<file path="src/rtl/fcmp_pkg.sv">
// fcmp_pkg: shared opcodes, FSM states and IEEE-754 constants for the fcmp controller
package fcmp_pkg;
  typedef enum logic [2:0] {
    OP_MIN = 3'd0,
    OP_MAX = 3'd1,
    OP_EQ  = 3'd2,
    OP_LT  = 3'd3,
    OP_LE  = 3'd4
  } fcmp_op_e;
  typedef enum logic [1:0] {
    IDLE = 2'd0,
    WAIT = 2'd1,
    HOLD = 2'd2
  } fcmp_state_e;
  localparam logic [31:0] CANON_NAN = 32'h7FC00000;
  localparam logic [31:0] NEG_ZERO  = 32'h80000000;
  localparam logic [7:0]  EXP_ALL1  = 8'hFF;
endpackage

</file>
<file path="src/rtl/fcmp_ctrl_if.sv">
// fcmp_ctrl_if: request/response handshake bundle between FPU issue, fcmp_ctrl and writeback
//   req_*: valid/ready request carrying op, operands a/b and tag
//   rsp_*: valid/ready response carrying result, invalid flag and tag
interface fcmp_ctrl_if #(parameter int TAG_W = 4);
  logic             req_valid;
  logic             req_ready;
  logic [2:0]       req_op;
  logic [31:0]      req_a;
  logic [31:0]      req_b;
  logic [TAG_W-1:0] req_tag;
  logic             rsp_valid;
  logic             rsp_ready;
  logic [31:0]      rsp_result;
  logic             rsp_nv;
  logic [TAG_W-1:0] rsp_tag;
  modport master (
    output req_valid, req_op, req_a, req_b, req_tag, rsp_ready,
    input  req_ready, rsp_valid, rsp_result, rsp_nv, rsp_tag
  );
  modport slave (
    input  req_valid, req_op, req_a, req_b, req_tag, rsp_ready,
    output req_ready, rsp_valid, rsp_result, rsp_nv, rsp_tag
  );
endinterface

</file>
<file path="src/rtl/fcmp.sv">
// fcmp: single-precision comparator core, valid for non-NaN operands, LATENCY register stages
//   clk_i: clock; operand_a/operand_b: inputs
//   min/max/equal/less/less_equal: comparison results, LATENCY cycles after operands
module fcmp #(parameter int LATENCY = 1) (
  input  logic        clk_i,
  input  logic [31:0] operand_a,
  input  logic [31:0] operand_b,
  output logic [31:0] min,
  output logic [31:0] max,
  output logic        equal,
  output logic        less,
  output logic        less_equal
);
  logic        both_zero, eq, lt;
  logic [66:0] vec, out;
  assign both_zero = ~|{operand_a[30:0], operand_b[30:0]};
  assign eq = (operand_a == operand_b) || both_zero;
  // sign-magnitude order: negative magnitudes compare reversed
  assign lt = (operand_a[31] != operand_b[31]) ? (operand_a[31] && !both_zero)
            : operand_a[31] ? (operand_a[30:0] > operand_b[30:0])
            : (operand_a[30:0] < operand_b[30:0]);
  assign vec = {lt ? operand_a : operand_b, lt ? operand_b : operand_a, eq, lt, lt | eq};
  generate
    if (LATENCY == 0) begin : g_comb
      assign out = vec;
    end else begin : g_pipe
      logic [66:0] pipe [LATENCY];
      always_ff @(posedge clk_i) begin
        pipe[0] <= vec;
        for (int i = 1; i < LATENCY; i++) pipe[i] <= pipe[i-1];
      end
      assign out = pipe[LATENCY-1];
    end
  endgenerate
  assign {min, max, equal, less, less_equal} = out;
endmodule

</file>
<file path="src/rtl/fcmp_classify.sv">
// fcmp_classify: single-precision operand classifier
//   val: IEEE-754 single; is_nan/is_snan/is_zero/sign: classification of val
module fcmp_classify
  import fcmp_pkg::*;
(
  input  logic [31:0] val,
  output logic        is_nan,
  output logic        is_snan,
  output logic        is_zero,
  output logic        sign
);
  assign is_nan  = (val[30:23] == EXP_ALL1) && (|val[22:0]);
  assign is_snan = is_nan && !val[22];
  assign is_zero = ~|val[30:0];
  assign sign    = val[31];
endmodule

</file>
<file path="src/rtl/fcmp_ctrl.sv">
// fcmp_ctrl: one-outstanding request/response wrapper around fcmp with RISC-V NaN/signed-zero fix-up
//   clk_i: clock; rst_ni: async active-low reset
//   bus: slave side of fcmp_ctrl_if (request in, response out)
module fcmp_ctrl
  import fcmp_pkg::*;
#(
  parameter int CMP_LATENCY = 1,
  parameter int TAG_W       = 4
) (
  input  logic   clk_i,
  input  logic   rst_ni,
  fcmp_ctrl_if.slave bus
);
  fcmp_state_e      state;
  logic [2:0]       op, cnt;
  logic [31:0]      a, b;
  logic [TAG_W-1:0] tag;
  logic             req_ready, rsp_valid, rsp_nv;
  logic [31:0]      rsp_result;
  logic [TAG_W-1:0] rsp_tag;
  logic [31:0]      f_min, f_max, res;
  logic             f_eq, f_lt, f_le, nv;
  logic             na, nb, sna, snb, za, zb, sa, sb;
  fcmp #(.LATENCY(CMP_LATENCY)) u_fcmp (
    .clk_i(clk_i), .operand_a(a), .operand_b(b),
    .min(f_min), .max(f_max), .equal(f_eq), .less(f_lt), .less_equal(f_le)
  );
  fcmp_classify u_cls_a (.val(a), .is_nan(na), .is_snan(sna), .is_zero(za), .sign(sa));
  fcmp_classify u_cls_b (.val(b), .is_nan(nb), .is_snan(snb), .is_zero(zb), .sign(sb));
  always_comb begin
    res = '0;
    nv  = 1'b0;
    case (op)
      OP_MIN, OP_MAX: begin
        res = (na && nb) ? CANON_NAN
            : na ? b
            : nb ? a
            : (za && zb && (sa != sb)) ? ((op == OP_MIN) ? NEG_ZERO : 32'h0)
            : (op == OP_MIN) ? f_min : f_max;
        nv  = sna || snb;
      end
      OP_EQ: begin
        res = (na || nb) ? 32'h0 : {31'b0, f_eq};
        nv  = sna || snb;
      end
      OP_LT, OP_LE: begin
        res = (na || nb) ? 32'h0 : {31'b0, (op == OP_LT) ? f_lt : f_le};
        nv  = na || nb;
      end
      default: ;
    endcase
  end
  always_ff @(posedge clk_i or negedge rst_ni) begin
    if (!rst_ni) begin
      state      <= IDLE;
      op         <= '0;
      a          <= '0;
      b          <= '0;
      tag        <= '0;
      cnt        <= '0;
      req_ready  <= 1'b1;
      rsp_valid  <= 1'b0;
      rsp_result <= '0;
      rsp_nv     <= 1'b0;
      rsp_tag    <= '0;
    end else begin
      case (state)
        IDLE: if (bus.req_valid) begin
          op        <= bus.req_op;
          a         <= bus.req_a;
          b         <= bus.req_b;
          tag       <= bus.req_tag;
          cnt       <= 3'(CMP_LATENCY);
          req_ready <= 1'b0;
          state     <= WAIT;
        end
        WAIT: if (cnt == 3'd0) begin
          rsp_result <= res;
          rsp_nv     <= nv;
          rsp_tag    <= tag;
          rsp_valid  <= 1'b1;
          state      <= HOLD;
        end else cnt <= cnt - 3'd1;
        HOLD: if (bus.rsp_ready) begin
          rsp_valid <= 1'b0;
          req_ready <= 1'b1;
          state     <= IDLE;
        end
        default: state <= IDLE;
      endcase
    end
  end
  assign bus.req_ready  = req_ready;
  assign bus.rsp_valid  = rsp_valid;
  assign bus.rsp_result = rsp_result;
  assign bus.rsp_nv     = rsp_nv;
  assign bus.rsp_tag    = rsp_tag;
endmodule

</file>
<file path="src/flat_wrapper.sv">
// flat-port wrapper written by rule: the top's interface ports become plain ports
module fcmp_ctrl_flat import fcmp_pkg::*;
#(
  parameter int CMP_LATENCY = 1,
  parameter int TAG_W       = 4
)
  (clk_i, rst_ni, bus_req_valid, bus_req_op, bus_req_a, bus_req_b, bus_req_tag, bus_rsp_ready, bus_req_ready, bus_rsp_valid, bus_rsp_result, bus_rsp_nv, bus_rsp_tag);
  fcmp_ctrl_if #(.TAG_W(TAG_W)) bus_i ();
  input  logic clk_i;
  input  logic rst_ni;
  input wire logic [$bits(bus_i.req_valid)-1:0] bus_req_valid;
  input wire logic [$bits(bus_i.req_op)-1:0] bus_req_op;
  input wire logic [$bits(bus_i.req_a)-1:0] bus_req_a;
  input wire logic [$bits(bus_i.req_b)-1:0] bus_req_b;
  input wire logic [$bits(bus_i.req_tag)-1:0] bus_req_tag;
  input wire logic [$bits(bus_i.rsp_ready)-1:0] bus_rsp_ready;
  output wire logic [$bits(bus_i.req_ready)-1:0] bus_req_ready;
  output wire logic [$bits(bus_i.rsp_valid)-1:0] bus_rsp_valid;
  output wire logic [$bits(bus_i.rsp_result)-1:0] bus_rsp_result;
  output wire logic [$bits(bus_i.rsp_nv)-1:0] bus_rsp_nv;
  output wire logic [$bits(bus_i.rsp_tag)-1:0] bus_rsp_tag;
  assign bus_i.req_valid = bus_req_valid;
  assign bus_i.req_op = bus_req_op;
  assign bus_i.req_a = bus_req_a;
  assign bus_i.req_b = bus_req_b;
  assign bus_i.req_tag = bus_req_tag;
  assign bus_i.rsp_ready = bus_rsp_ready;
  assign bus_req_ready = bus_i.req_ready;
  assign bus_rsp_valid = bus_i.rsp_valid;
  assign bus_rsp_result = bus_i.rsp_result;
  assign bus_rsp_nv = bus_i.rsp_nv;
  assign bus_rsp_tag = bus_i.rsp_tag;
  fcmp_ctrl #(.CMP_LATENCY(CMP_LATENCY), .TAG_W(TAG_W)) u_core (.clk_i(clk_i), .rst_ni(rst_ni), .bus(bus_i));
endmodule
</file>
<file path="config.mk">
export PLATFORM = sky130hd
export DESIGN_NAME = fcmp_ctrl_flat
export DESIGN_NICKNAME = d
export VERILOG_FILES = /design/src/rtl/fcmp_pkg.sv /design/src/rtl/fcmp_ctrl_if.sv /design/src/rtl/fcmp.sv /design/src/rtl/fcmp_classify.sv /design/src/rtl/fcmp_ctrl.sv /design/src/flat_wrapper.sv
export SDC_FILE = /design/constraint.sdc
export NUM_CORES = 1
export LEC_CHECK = 0
export CAP_MARGIN = 20
export CORE_MARGIN = 5
export CORE_UTILIZATION = 40
export CTS_CLUSTER_SIZE = 16
export DETAILED_ROUTE_END_ITERATION = 7
export DONT_BUFFER_PORTS = 1
export HOLD_SLACK_MARGIN = 0.05
export SLEW_MARGIN = 20
export SYNTH_ARGS = -nofsm -noshare
export SYNTH_HDL_FRONTEND = slang
export SYNTH_SLANG_ARGS = --single-unit
</file>
<file path="constraint.sdc">
create_clock -name clk_i -period 4.1 [get_ports clk_i]
set_input_delay 0.82 -clock clk_i [delete_from_list [all_inputs] [get_ports clk_i]]
set_output_delay 0.82 -clock clk_i [all_outputs]
set_load 0.02 [all_outputs]
</file>
# After elaboration in Yosys (flattened, before gate mapping)
# Memory sizes are Yosys's and may differ from the RTL's.
# Cells that the tools add are included.
# classes
n_addsub	1
magnitude_cmp	2
eq_ne	14
n_mux	28
bitwise	1
reduce_logical	36
# op_table
operator	n
2-to-1 mux 32 bit	8
one-hot mux 32 bit (3 select lines)	1
OR reduction 31 bit	2
OR reduction 62 bit	1
OR reduction 23 bit	2
equality test 32 bit	1
greater-than comparator 31 bit	1
< comparator 31 bit	1
equality test 8 bit (second input constant)	2
AND reduction 3 bit	4
2-to-1 mux 1 bit	9
logical AND 1 bit	8
equality test 3 x 2 -> 1 bit (second input constant)	2
zero test 3 bit	2
2-to-1 mux 2 bit	3
2-to-1 mux 3 bit	2
!= test 2 bit (second input constant)	3
one-hot mux 1 bit (2 select lines)	3
one-hot mux 2 bit (3 select lines)	1
one-hot mux 3 bit (2 select lines)	1
nonzero test 2 bit	3
zero test 1 bit	5
AND reduction 2 bit	2
OR reduction 2 bit	2
11 further kinds	13
# word_totals
regBits	115
mem_bits_rw	67
in_bits	75
output_inout_bits	39
elab_cells	94
memories	1
# mem_list
memory	depth	word_bits	rd	rd_clocked_by_memory_dff	wr	line	source
u_core.u_fcmp.g_pipe.pipe	1	67	1	0	1	fcmp.sv:27	logic [66:0] pipe [LATENCY];

# Depth between registers and ports, before layout
# Gate-level depths: netlist (run 1).
# depth
ltp_word	9
ltp_mapped	10
ltp_nobuf	9

# Cells and area by module
# A second synthesis (run 1) with hierarchy kept.
# unflattened
cells_unflattened	760
area_unflattened_um2	9126.3
# by_module_without_submodules
mod	n_inst	cells_each	area_each_um2	seq_area_each_um2
fcmp_ctrl	1	444	5627.9	2879.0
fcmp	1	284	3268.1	1341.3
fcmp_classify	2	16	115.1	0.0

# Worst setup path before layout (run 1)
# OpenSTA, ideal clock, no wires.
# synth_path
path_kind	register to register
startpoint	register u_core.b[2]
endpoint	memory u_core.u_fcmp.g_pipe.pipe[0][10]
setup_time_ns	0.121
t_arrival_ns	2.773
required_ns	3.979
setup_slack_ns	1.205
stages_incl_launch_ff	11
path_buffers	1
period_less_slack_ns	2.895
path_cell_list	dfrtp_1 > inv_1 > ha_1 > a21oi_1 > a21oi_1 > o31a_1 > o41a_1 > or4_4 > o211ai_4 > buf_12 > mux2_4
# synth_between
elab_chain_len	4
word_cells_on_any_way	7
classes_between	order compare: 2; mux: 3; reduce/logical: 2
# synth_lines
element	line	source
from (decl)	fcmp_ctrl.sv:16	logic [31:0] a, b;
from (signal assigned)	fcmp_ctrl.sv:71	b <= bus.req_b;
< comparator 31 bit (tied with other cells)	fcmp.sv:21	: (operand_a[30:0] < operand_b[30:0]);
2-to-1 mux 1 bit / logical AND 1 bit (equally long branches)	fcmp.sv:20, fcmp.sv:19	
2-to-1 mux 1 bit *	fcmp.sv:19	assign lt = (operand_a[31] != operand_b[31]) ? (operand_a[31] && !both_zero)
2-to-1 mux 32 bit *	fcmp.sv:22	assign vec = {lt ? operand_a : operand_b, lt ? operand_b : operand_a, eq, lt, lt | eq};
named net u_core.u_fcmp.vec[10]	fcmp.sv:15	logic [66:0] vec, out;
to (decl)	fcmp.sv:27	
# Mark *: on every way through the listed nets, which the timed path passes. The rest lies on a longest branch.

# Worst setup path in the final report (run 1)
# layout_path
startpoint	register u_core.b[24]
endpoint	memory u_core.u_fcmp.g_pipe.pipe[0][36]
# Same word-level chain as after synthesis.

==> results of run 1 <==
-- worst paths after layout --
check,start,end,cells past startpoint
max,u_core.b[24]$_DFFE_PN0P_,u_core.u_fcmp.g_pipe.pipe[0][36]$_DFF_P_,10
min,rst_ni,u_core.bus.rsp_result[23]$_DFFE_PN0P_,0
max reg2reg,u_core.b[24]$_DFFE_PN0P_,u_core.u_fcmp.g_pipe.pipe[0][36]$_DFF_P_,10
min reg2reg,u_core.tag[2]$_DFFE_PN0P_,u_core.tag[2]$_DFFE_PN0P_,1
max in group asynchronous,rst_ni,u_core.bus.req_ready$_DFFE_PN1P_,0
min in group clk_i,bus_req_b[30],u_core.b[30]$_DFFE_PN0P_,2
-- power by group through the flow --
| stage | clock network, uW | logic (uW) | registers, uW |
|---|---|---|---|
| 2_1_floorplan | 0 | 3520 | 3430 |
| 3_3_place_gp | 0 | 3870 | 3780 |
| 3_5_place_dp | 0 | 3950 | 3810 |
| 4_1_cts | 1700 | 3970 | 3780 |
| 5_1_grt | 1770 | 4370 | 3900 |
| 6_report | 1660 | 3940 | 3780 |
-- sequential cells by signal, indices dropped and copies added, names as in the netlist, 3 cells and up --
signal                     count
u_core.u_fcmp.g_pipe.pipe     67
u_core.cnt                     3
u_core.a                      32
u_core.b                      32
u_core.bus.rsp_result         32
u_core.bus.rsp_tag             4
u_core.op                      3
u_core.tag                     4
-- stage by stage --
stage                     cell area [um^2]  setup WS (ns)  hold WS, ns  total power [uW]  instances
after CTS                             9500          0.621       0.0599              9450       1093
final                                 9500          0.614       0.0846              9380       1093
after global routing                  9500          0.472       0.0602             10000       1093
after detailed placement              8910          0.652        0.492              7750       1061
after global placement                8910          0.713        0.486              7650       1061
after floorplan                       8630           1.21        0.477              6950        814
-- layer usage --
layer  part of all wire, %  vias to the layer above
li1                      -                     2880
met3                   4.8                       28
met4                   2.0                        0
met2                    46                      136
met5                     0                        -
met1                    47                     2975
-- critical path: stages, from the launching register on --
cell	delay [ns]
dfrtp_1	0.44
inv_1	0.08
ha_1	0.32
a21o_1	0.16
a221o_1	0.31
a221oi_1	0.36
o21ai_1	0.18
or4_4	0.45
o211ai_4	0.41
buf_12	0.31
mux2_4	0.33
-- cell usage in the layout, fill, tap and decap left out, drive strengths merged, types with 3 or more instances in the layout --
master    instances
nand3             9
nand2           131
o22ai             3
a21oi            54
nand3b            3
clkinvlp          3
and4              5
o21ai           104
or4               5
dfxtp            67
clkinv            4
mux2            106
nor2             11
a211oi           26
dfrtp           114
mux2i             6
nand4            11
a221o             3
inv              42
nor3              5
ha               33
buf              14
clkbuf           19
nor4             12
-- kinds of logic after synthesis --
logic type      count (synthesis)
mux                           112
xor+xnor                        1
flops                         182
fa+ha+maj                      33
simple gates                  199
buf+inv                        80
compound gates                207
-- cell type report --
type                       count  area [um^2]  share of cell area (%)
multi-input combinational    552         4050                    42.6
inverter                      38          143                    1.50
clock buffer                  19          443                    4.66
clock inverter                13          148                    1.55
timing repair buffer          14          155                    1.63
sequential                   182         4220                    44.4
tap                          275          344                    3.62
==> qor.yml, run 1 <==
status: "completed"
grt_usage_pct: 18.6
finalClockSkew_ns: 0.0135
synth_edf_count: 0
drc_errors: 0
cp-end-kind: "register"
postCtsResizedCells: 0
r2r_slack_ns: 0.61
dpl.hpwl_mm: 14.8
start_util_pct: 40.8
syn-num-nets: 922
grt_antenna_before_repair: 0
viasPerCell: 5.51
wl_mm: 22.3
num_io_pins: 114
p_switching_uw: 3590
fin_crit_ns: 3.49
clockBufferDepth: 2
clockPowerShare_pct: 17.7
synth_xor_area_share_pct: 0.102
p_leak_uw: 0.00406
cp_max_fo: 24
hold_buffers: 0
num_vias: 6019
seqPwrFrac_pct: 40.3
htree_levels: 4
fp.coreArea_um2: 21200
period_share_pct: 85.0
grt_pass1_wl_mm: 35.6
fillers: 1986
ys_seq_elements: 182
synth_top_family_by_area: "multiplexers"
hold_viol: 0
yosysTopAreaCell: "dfrtp_1"
yosys.area_share.adder_pct: 4.79
setup_viol: 0
ant_nets: 0
synth-simple-area-share_pct: 10.5
clk_pin_slew_ns: 0.07
synth_top_area_share_pct: 33.1
cts_sinks: 182
holdCritPathClass: "in2async"
switching_share_pct: 38.2
synth_ff_type: "dfrtp_1"
synth_commonest_cells: "nand2_1 (130), dfrtp_1 (114), o21ai_0 (93), dfxtp_1 (67), mux2_4 (62)"
synth_most_common_cell: "nand2_1"
detail_route.wl_per_cell_um: 20.4
die_w_um: 157
grt.overflow.total: 0
grt_max_degree: 116
synthTopCellsByArea: "dfrtp_1 (33%), dfxtp_1 (16%), mux2_4 (11%)"
drv_slew: 0
fmax_ghz: 0.287
met3_usage_pct: 4.37
tightest_slew_ns: 0.982
relSlewSlack_pct: 34.2
busiest_layer: "met2"
post_cts_buffers: 0
cts_tree: "built"
final_nets: 913
rows: 53
cp-start-kind: "register"
diodes: 0
drive_gt1_share_pct: 19.7
max-cap-violations: 0
worst_ir_drop_vdd_mv: 0.417
muxShareOfSynthArea_pct: 17.2
utilization_pct: 44.9
synth_compound_area_share_pct: 13.8
synth_cell_types: 48
grt_pass1_vias: 6173
syn_area_um2: 8630
async_reset_ff_share_pct: 63.2
combPwrFrac_pct: 42.0
yosysWarnings: 0
finalSetupTns_ns: 0
numCtsBuffers: 17
crit_arrival_ns: 3.81
drt_iter0_markers: 296
gr-usage-met1_pct: 25.8
crit_required_ns: 4.42
die_area_um2: 24600
use_met2_pct: 28.7
io_buffers: 0
p_per_area_nw_per_um2: 988
firstDrtPassIters: 4
gp_congestion: 0.824
root_buffer: "clkbuf_16"
seq_area_frac_synth_pct: 48.9
syn_inst: 814
p_int_uw: 5800
clk_latency_ns: 0.44
syn2layout_area_growth_pct: 10.2
synth_area_per_cell_um2: 10.6
grt_setup_unrepaired: "false"
path_class: "reg2reg"
die_h_um: 157
Note: power is estimated with default switching activity, not from simulation.
==> run 2: changes to the inputs <==
Settings changed: BUFFER_PORTS_ARGS from default to -buffer_cell sky130_fd_sc_hd__buf_2, DONT_BUFFER_PORTS 1 to default.
==> run 2 against run 1 <==
Net effect:
- power increased by 1.1%
- register-to-register slack worse by 0.07 ns
- clock-buffer cell count up 2
- die area unchanged
- final cell count rose by 11%
- clock power is essentially flat
- flip-flop and latch count is the same
- wire length down 1.0%
- global-route usage decreased by 0.24 points
- critical path type unchanged
- first-iteration DRC count up 38%
- final area up 5.9%
- sequential share of layout area is 2.5 points lower
==> qor.yml, run 2 (same netlist as run 1, synthesis figures left out) <==
dpl.hpwl_mm: 15.0
status: "completed"
fmax_ghz: 0.281
worst_ir_drop_vdd_mv: 0.462
period_share_pct: 86.7
relSlewSlack_pct: 26.8
viasPerCell: 5.28
path_class: "reg2reg"
grt_usage_pct: 18.3
setup_viol: 0
gp_congestion: 0.788
post_cts_buffers: 0
grt_pass1_wl_mm: 35.3
critPathTopFamily: "compound AO/OA/AOI/OAI gates"
instances_no_fill: 1210
die_w_um: 157
detail_route.wl_per_cell_um: 18.2
fp.coreArea_um2: 21200
num_io_pins: 114
drive_gt1_share_pct: 29.6
crit_chain: "inv_1 > ha_1 > and2_0 > a221o_1 > a221oi_1 > o21ai_1 > or4_4 > o211ai_4 > buf_12 > mux2_4"
r2r-start: "u_core.b[26]$_DFFE_PN0P_"
final_cell_mix: "nand2_1 (130), dfrtp_1 (114), buf_2 (112)"
startpoint: "u_core.b[26]$_DFFE_PN0P_"
cts_sinks: 182
cp-end-kind: "register"
hold_viol: 0
holdCritPathClass: "in2async"
postCtsResizedCells: 0
grt_pass1_vias: 6294
drc_errors: 0
hold_buffers: 0
rows: 53
io_buffers: 113
fin_crit_ns: 3.56
num_vias: 6388
clk_latency_ns: 0.43
grt_max_degree: 72
grt_antenna_before_repair: 0
drt_iter0_markers: 407
finalClockSkew_ns: 0.0168
cp_max_fo: 36
slowest_delay_ns: 0.45
p_per_area_nw_per_um2: 943
wl_mm: 22.0
p_leak_uw: 0.00456
grt.overflow.total: 0
cp_num_buf_inv: 2
ant_nets: 0
cts_tree: "built"
crit_path_top_delay_cell: "or4_4"
finalSetupTns_ns: 0
max-cap-violations: 0
numCtsBuffers: 17
cp-start-kind: "register"
crit_arrival_ns: 3.86
root_buffer: "clkbuf_16"
syn2layout_area_growth_pct: 16.7
layout_commonest_cell: "nand2_1"
largest_reg_flops: 67
drv_slew: 0
fillers: 1972
crit_required_ns: 4.41
die_h_um: 157
start_util_pct: 40.8
diodes: 0
tightest_slew_ns: 1.09
clockBufferDepth: 2
firstDrtPassIters: 5
post-place-cells: 1178
clk_pin_slew_ns: 0.06
grt_setup_unrepaired: "false"
final_nets: 1030
htree_levels: 4
die_area_um2: 24600
regMostFlops: "u_core.u_fcmp.g_pipe.pipe"
==> run 2: cell types whose count changed in the layout (fill, tap and decap cells not counted), sizes merged <==
cell and delta:
buf +117, clkbuf +2, clkinvlp +1, inv -3
==> run 2: layer usage <==
metal	share of wire (%)	track usage, %	routed length [um]
met5	0	0	0
met4	1.3	4.83	285
met3	5.2	4.12	1160
met2	46	28.4	10200
met1	47	26.0	10400
==> run 2: layout make-up <==
class | count | area [um^2] | area share, %
clock inverters | 11 | 126 | 1.26
well taps | 275 | 344 | 3.42
inverters | 38 | 143 | 1.42
clock buffers | 21 | 460 | 4.57
multi-input cells | 552 | 4040 | 40.2
flip-flops and latches | 182 | 4220 | 41.9
repair buffers | 131 | 728 | 7.24
==> run 2: metrics by stage <==
stage | instance area, um^2 | setup slack [ns] | utilization, % | hold slack [ns] | total power (uW)
final | 10100 | 0.544 | 47.6 | 0.409 | 9490
after CTS | 10100 | 0.548 | 47.6 | 0.429 | 9560
after global routing | 10100 | 0.361 | 47.6 | 0.445 | 10200
after floorplan | 8630 | 1.21 | - | 0.477 | 6950
after global placement | 9480 | 0.651 | 44.8 | 0.461 | 7810
after detailed placement | 9480 | 0.575 | 44.8 | 0.469 | 7890
==> run 2: worst reg2reg max path, cell delays in order, from the launching register on <==
cell and delay (ns):
dfrtp_1 0.42, inv_1 0.08, ha_1 0.31, and2_0 0.18
a221o_1 0.29, a221oi_1 0.39, o21ai_1 0.18, or4_4 0.46
o211ai_4 0.40, buf_12 0.37, mux2_4 0.35
==> run 2: worst paths after layout <==
path	slack (ns)	to	cells after the start
setup / recovery	0.54	u_core.u_fcmp.g_pipe.pipe[0][18]$_DFF_P_	10
hold / removal	0.41	u_core.tag[3]$_DFFE_PN0P_	1
setup reg to reg	0.54	u_core.u_fcmp.g_pipe.pipe[0][18]$_DFF_P_	10
hold reg to reg	0.47	u_core.bus.rsp_result[9]$_DFFE_PN0P_	2
max in group asynchronous	2.87	u_core.a[15]$_DFFE_PN0P_	2
min in group clk_i	0.47	u_core.bus.rsp_result[9]$_DFFE_PN0P_	2
==> run 2: report_power, final <==
group          internal, uW  total [uW]  switching, uW
Clock                   933        1650            713
Combinational          2290        4330           2040
Sequential             2700        3510            818
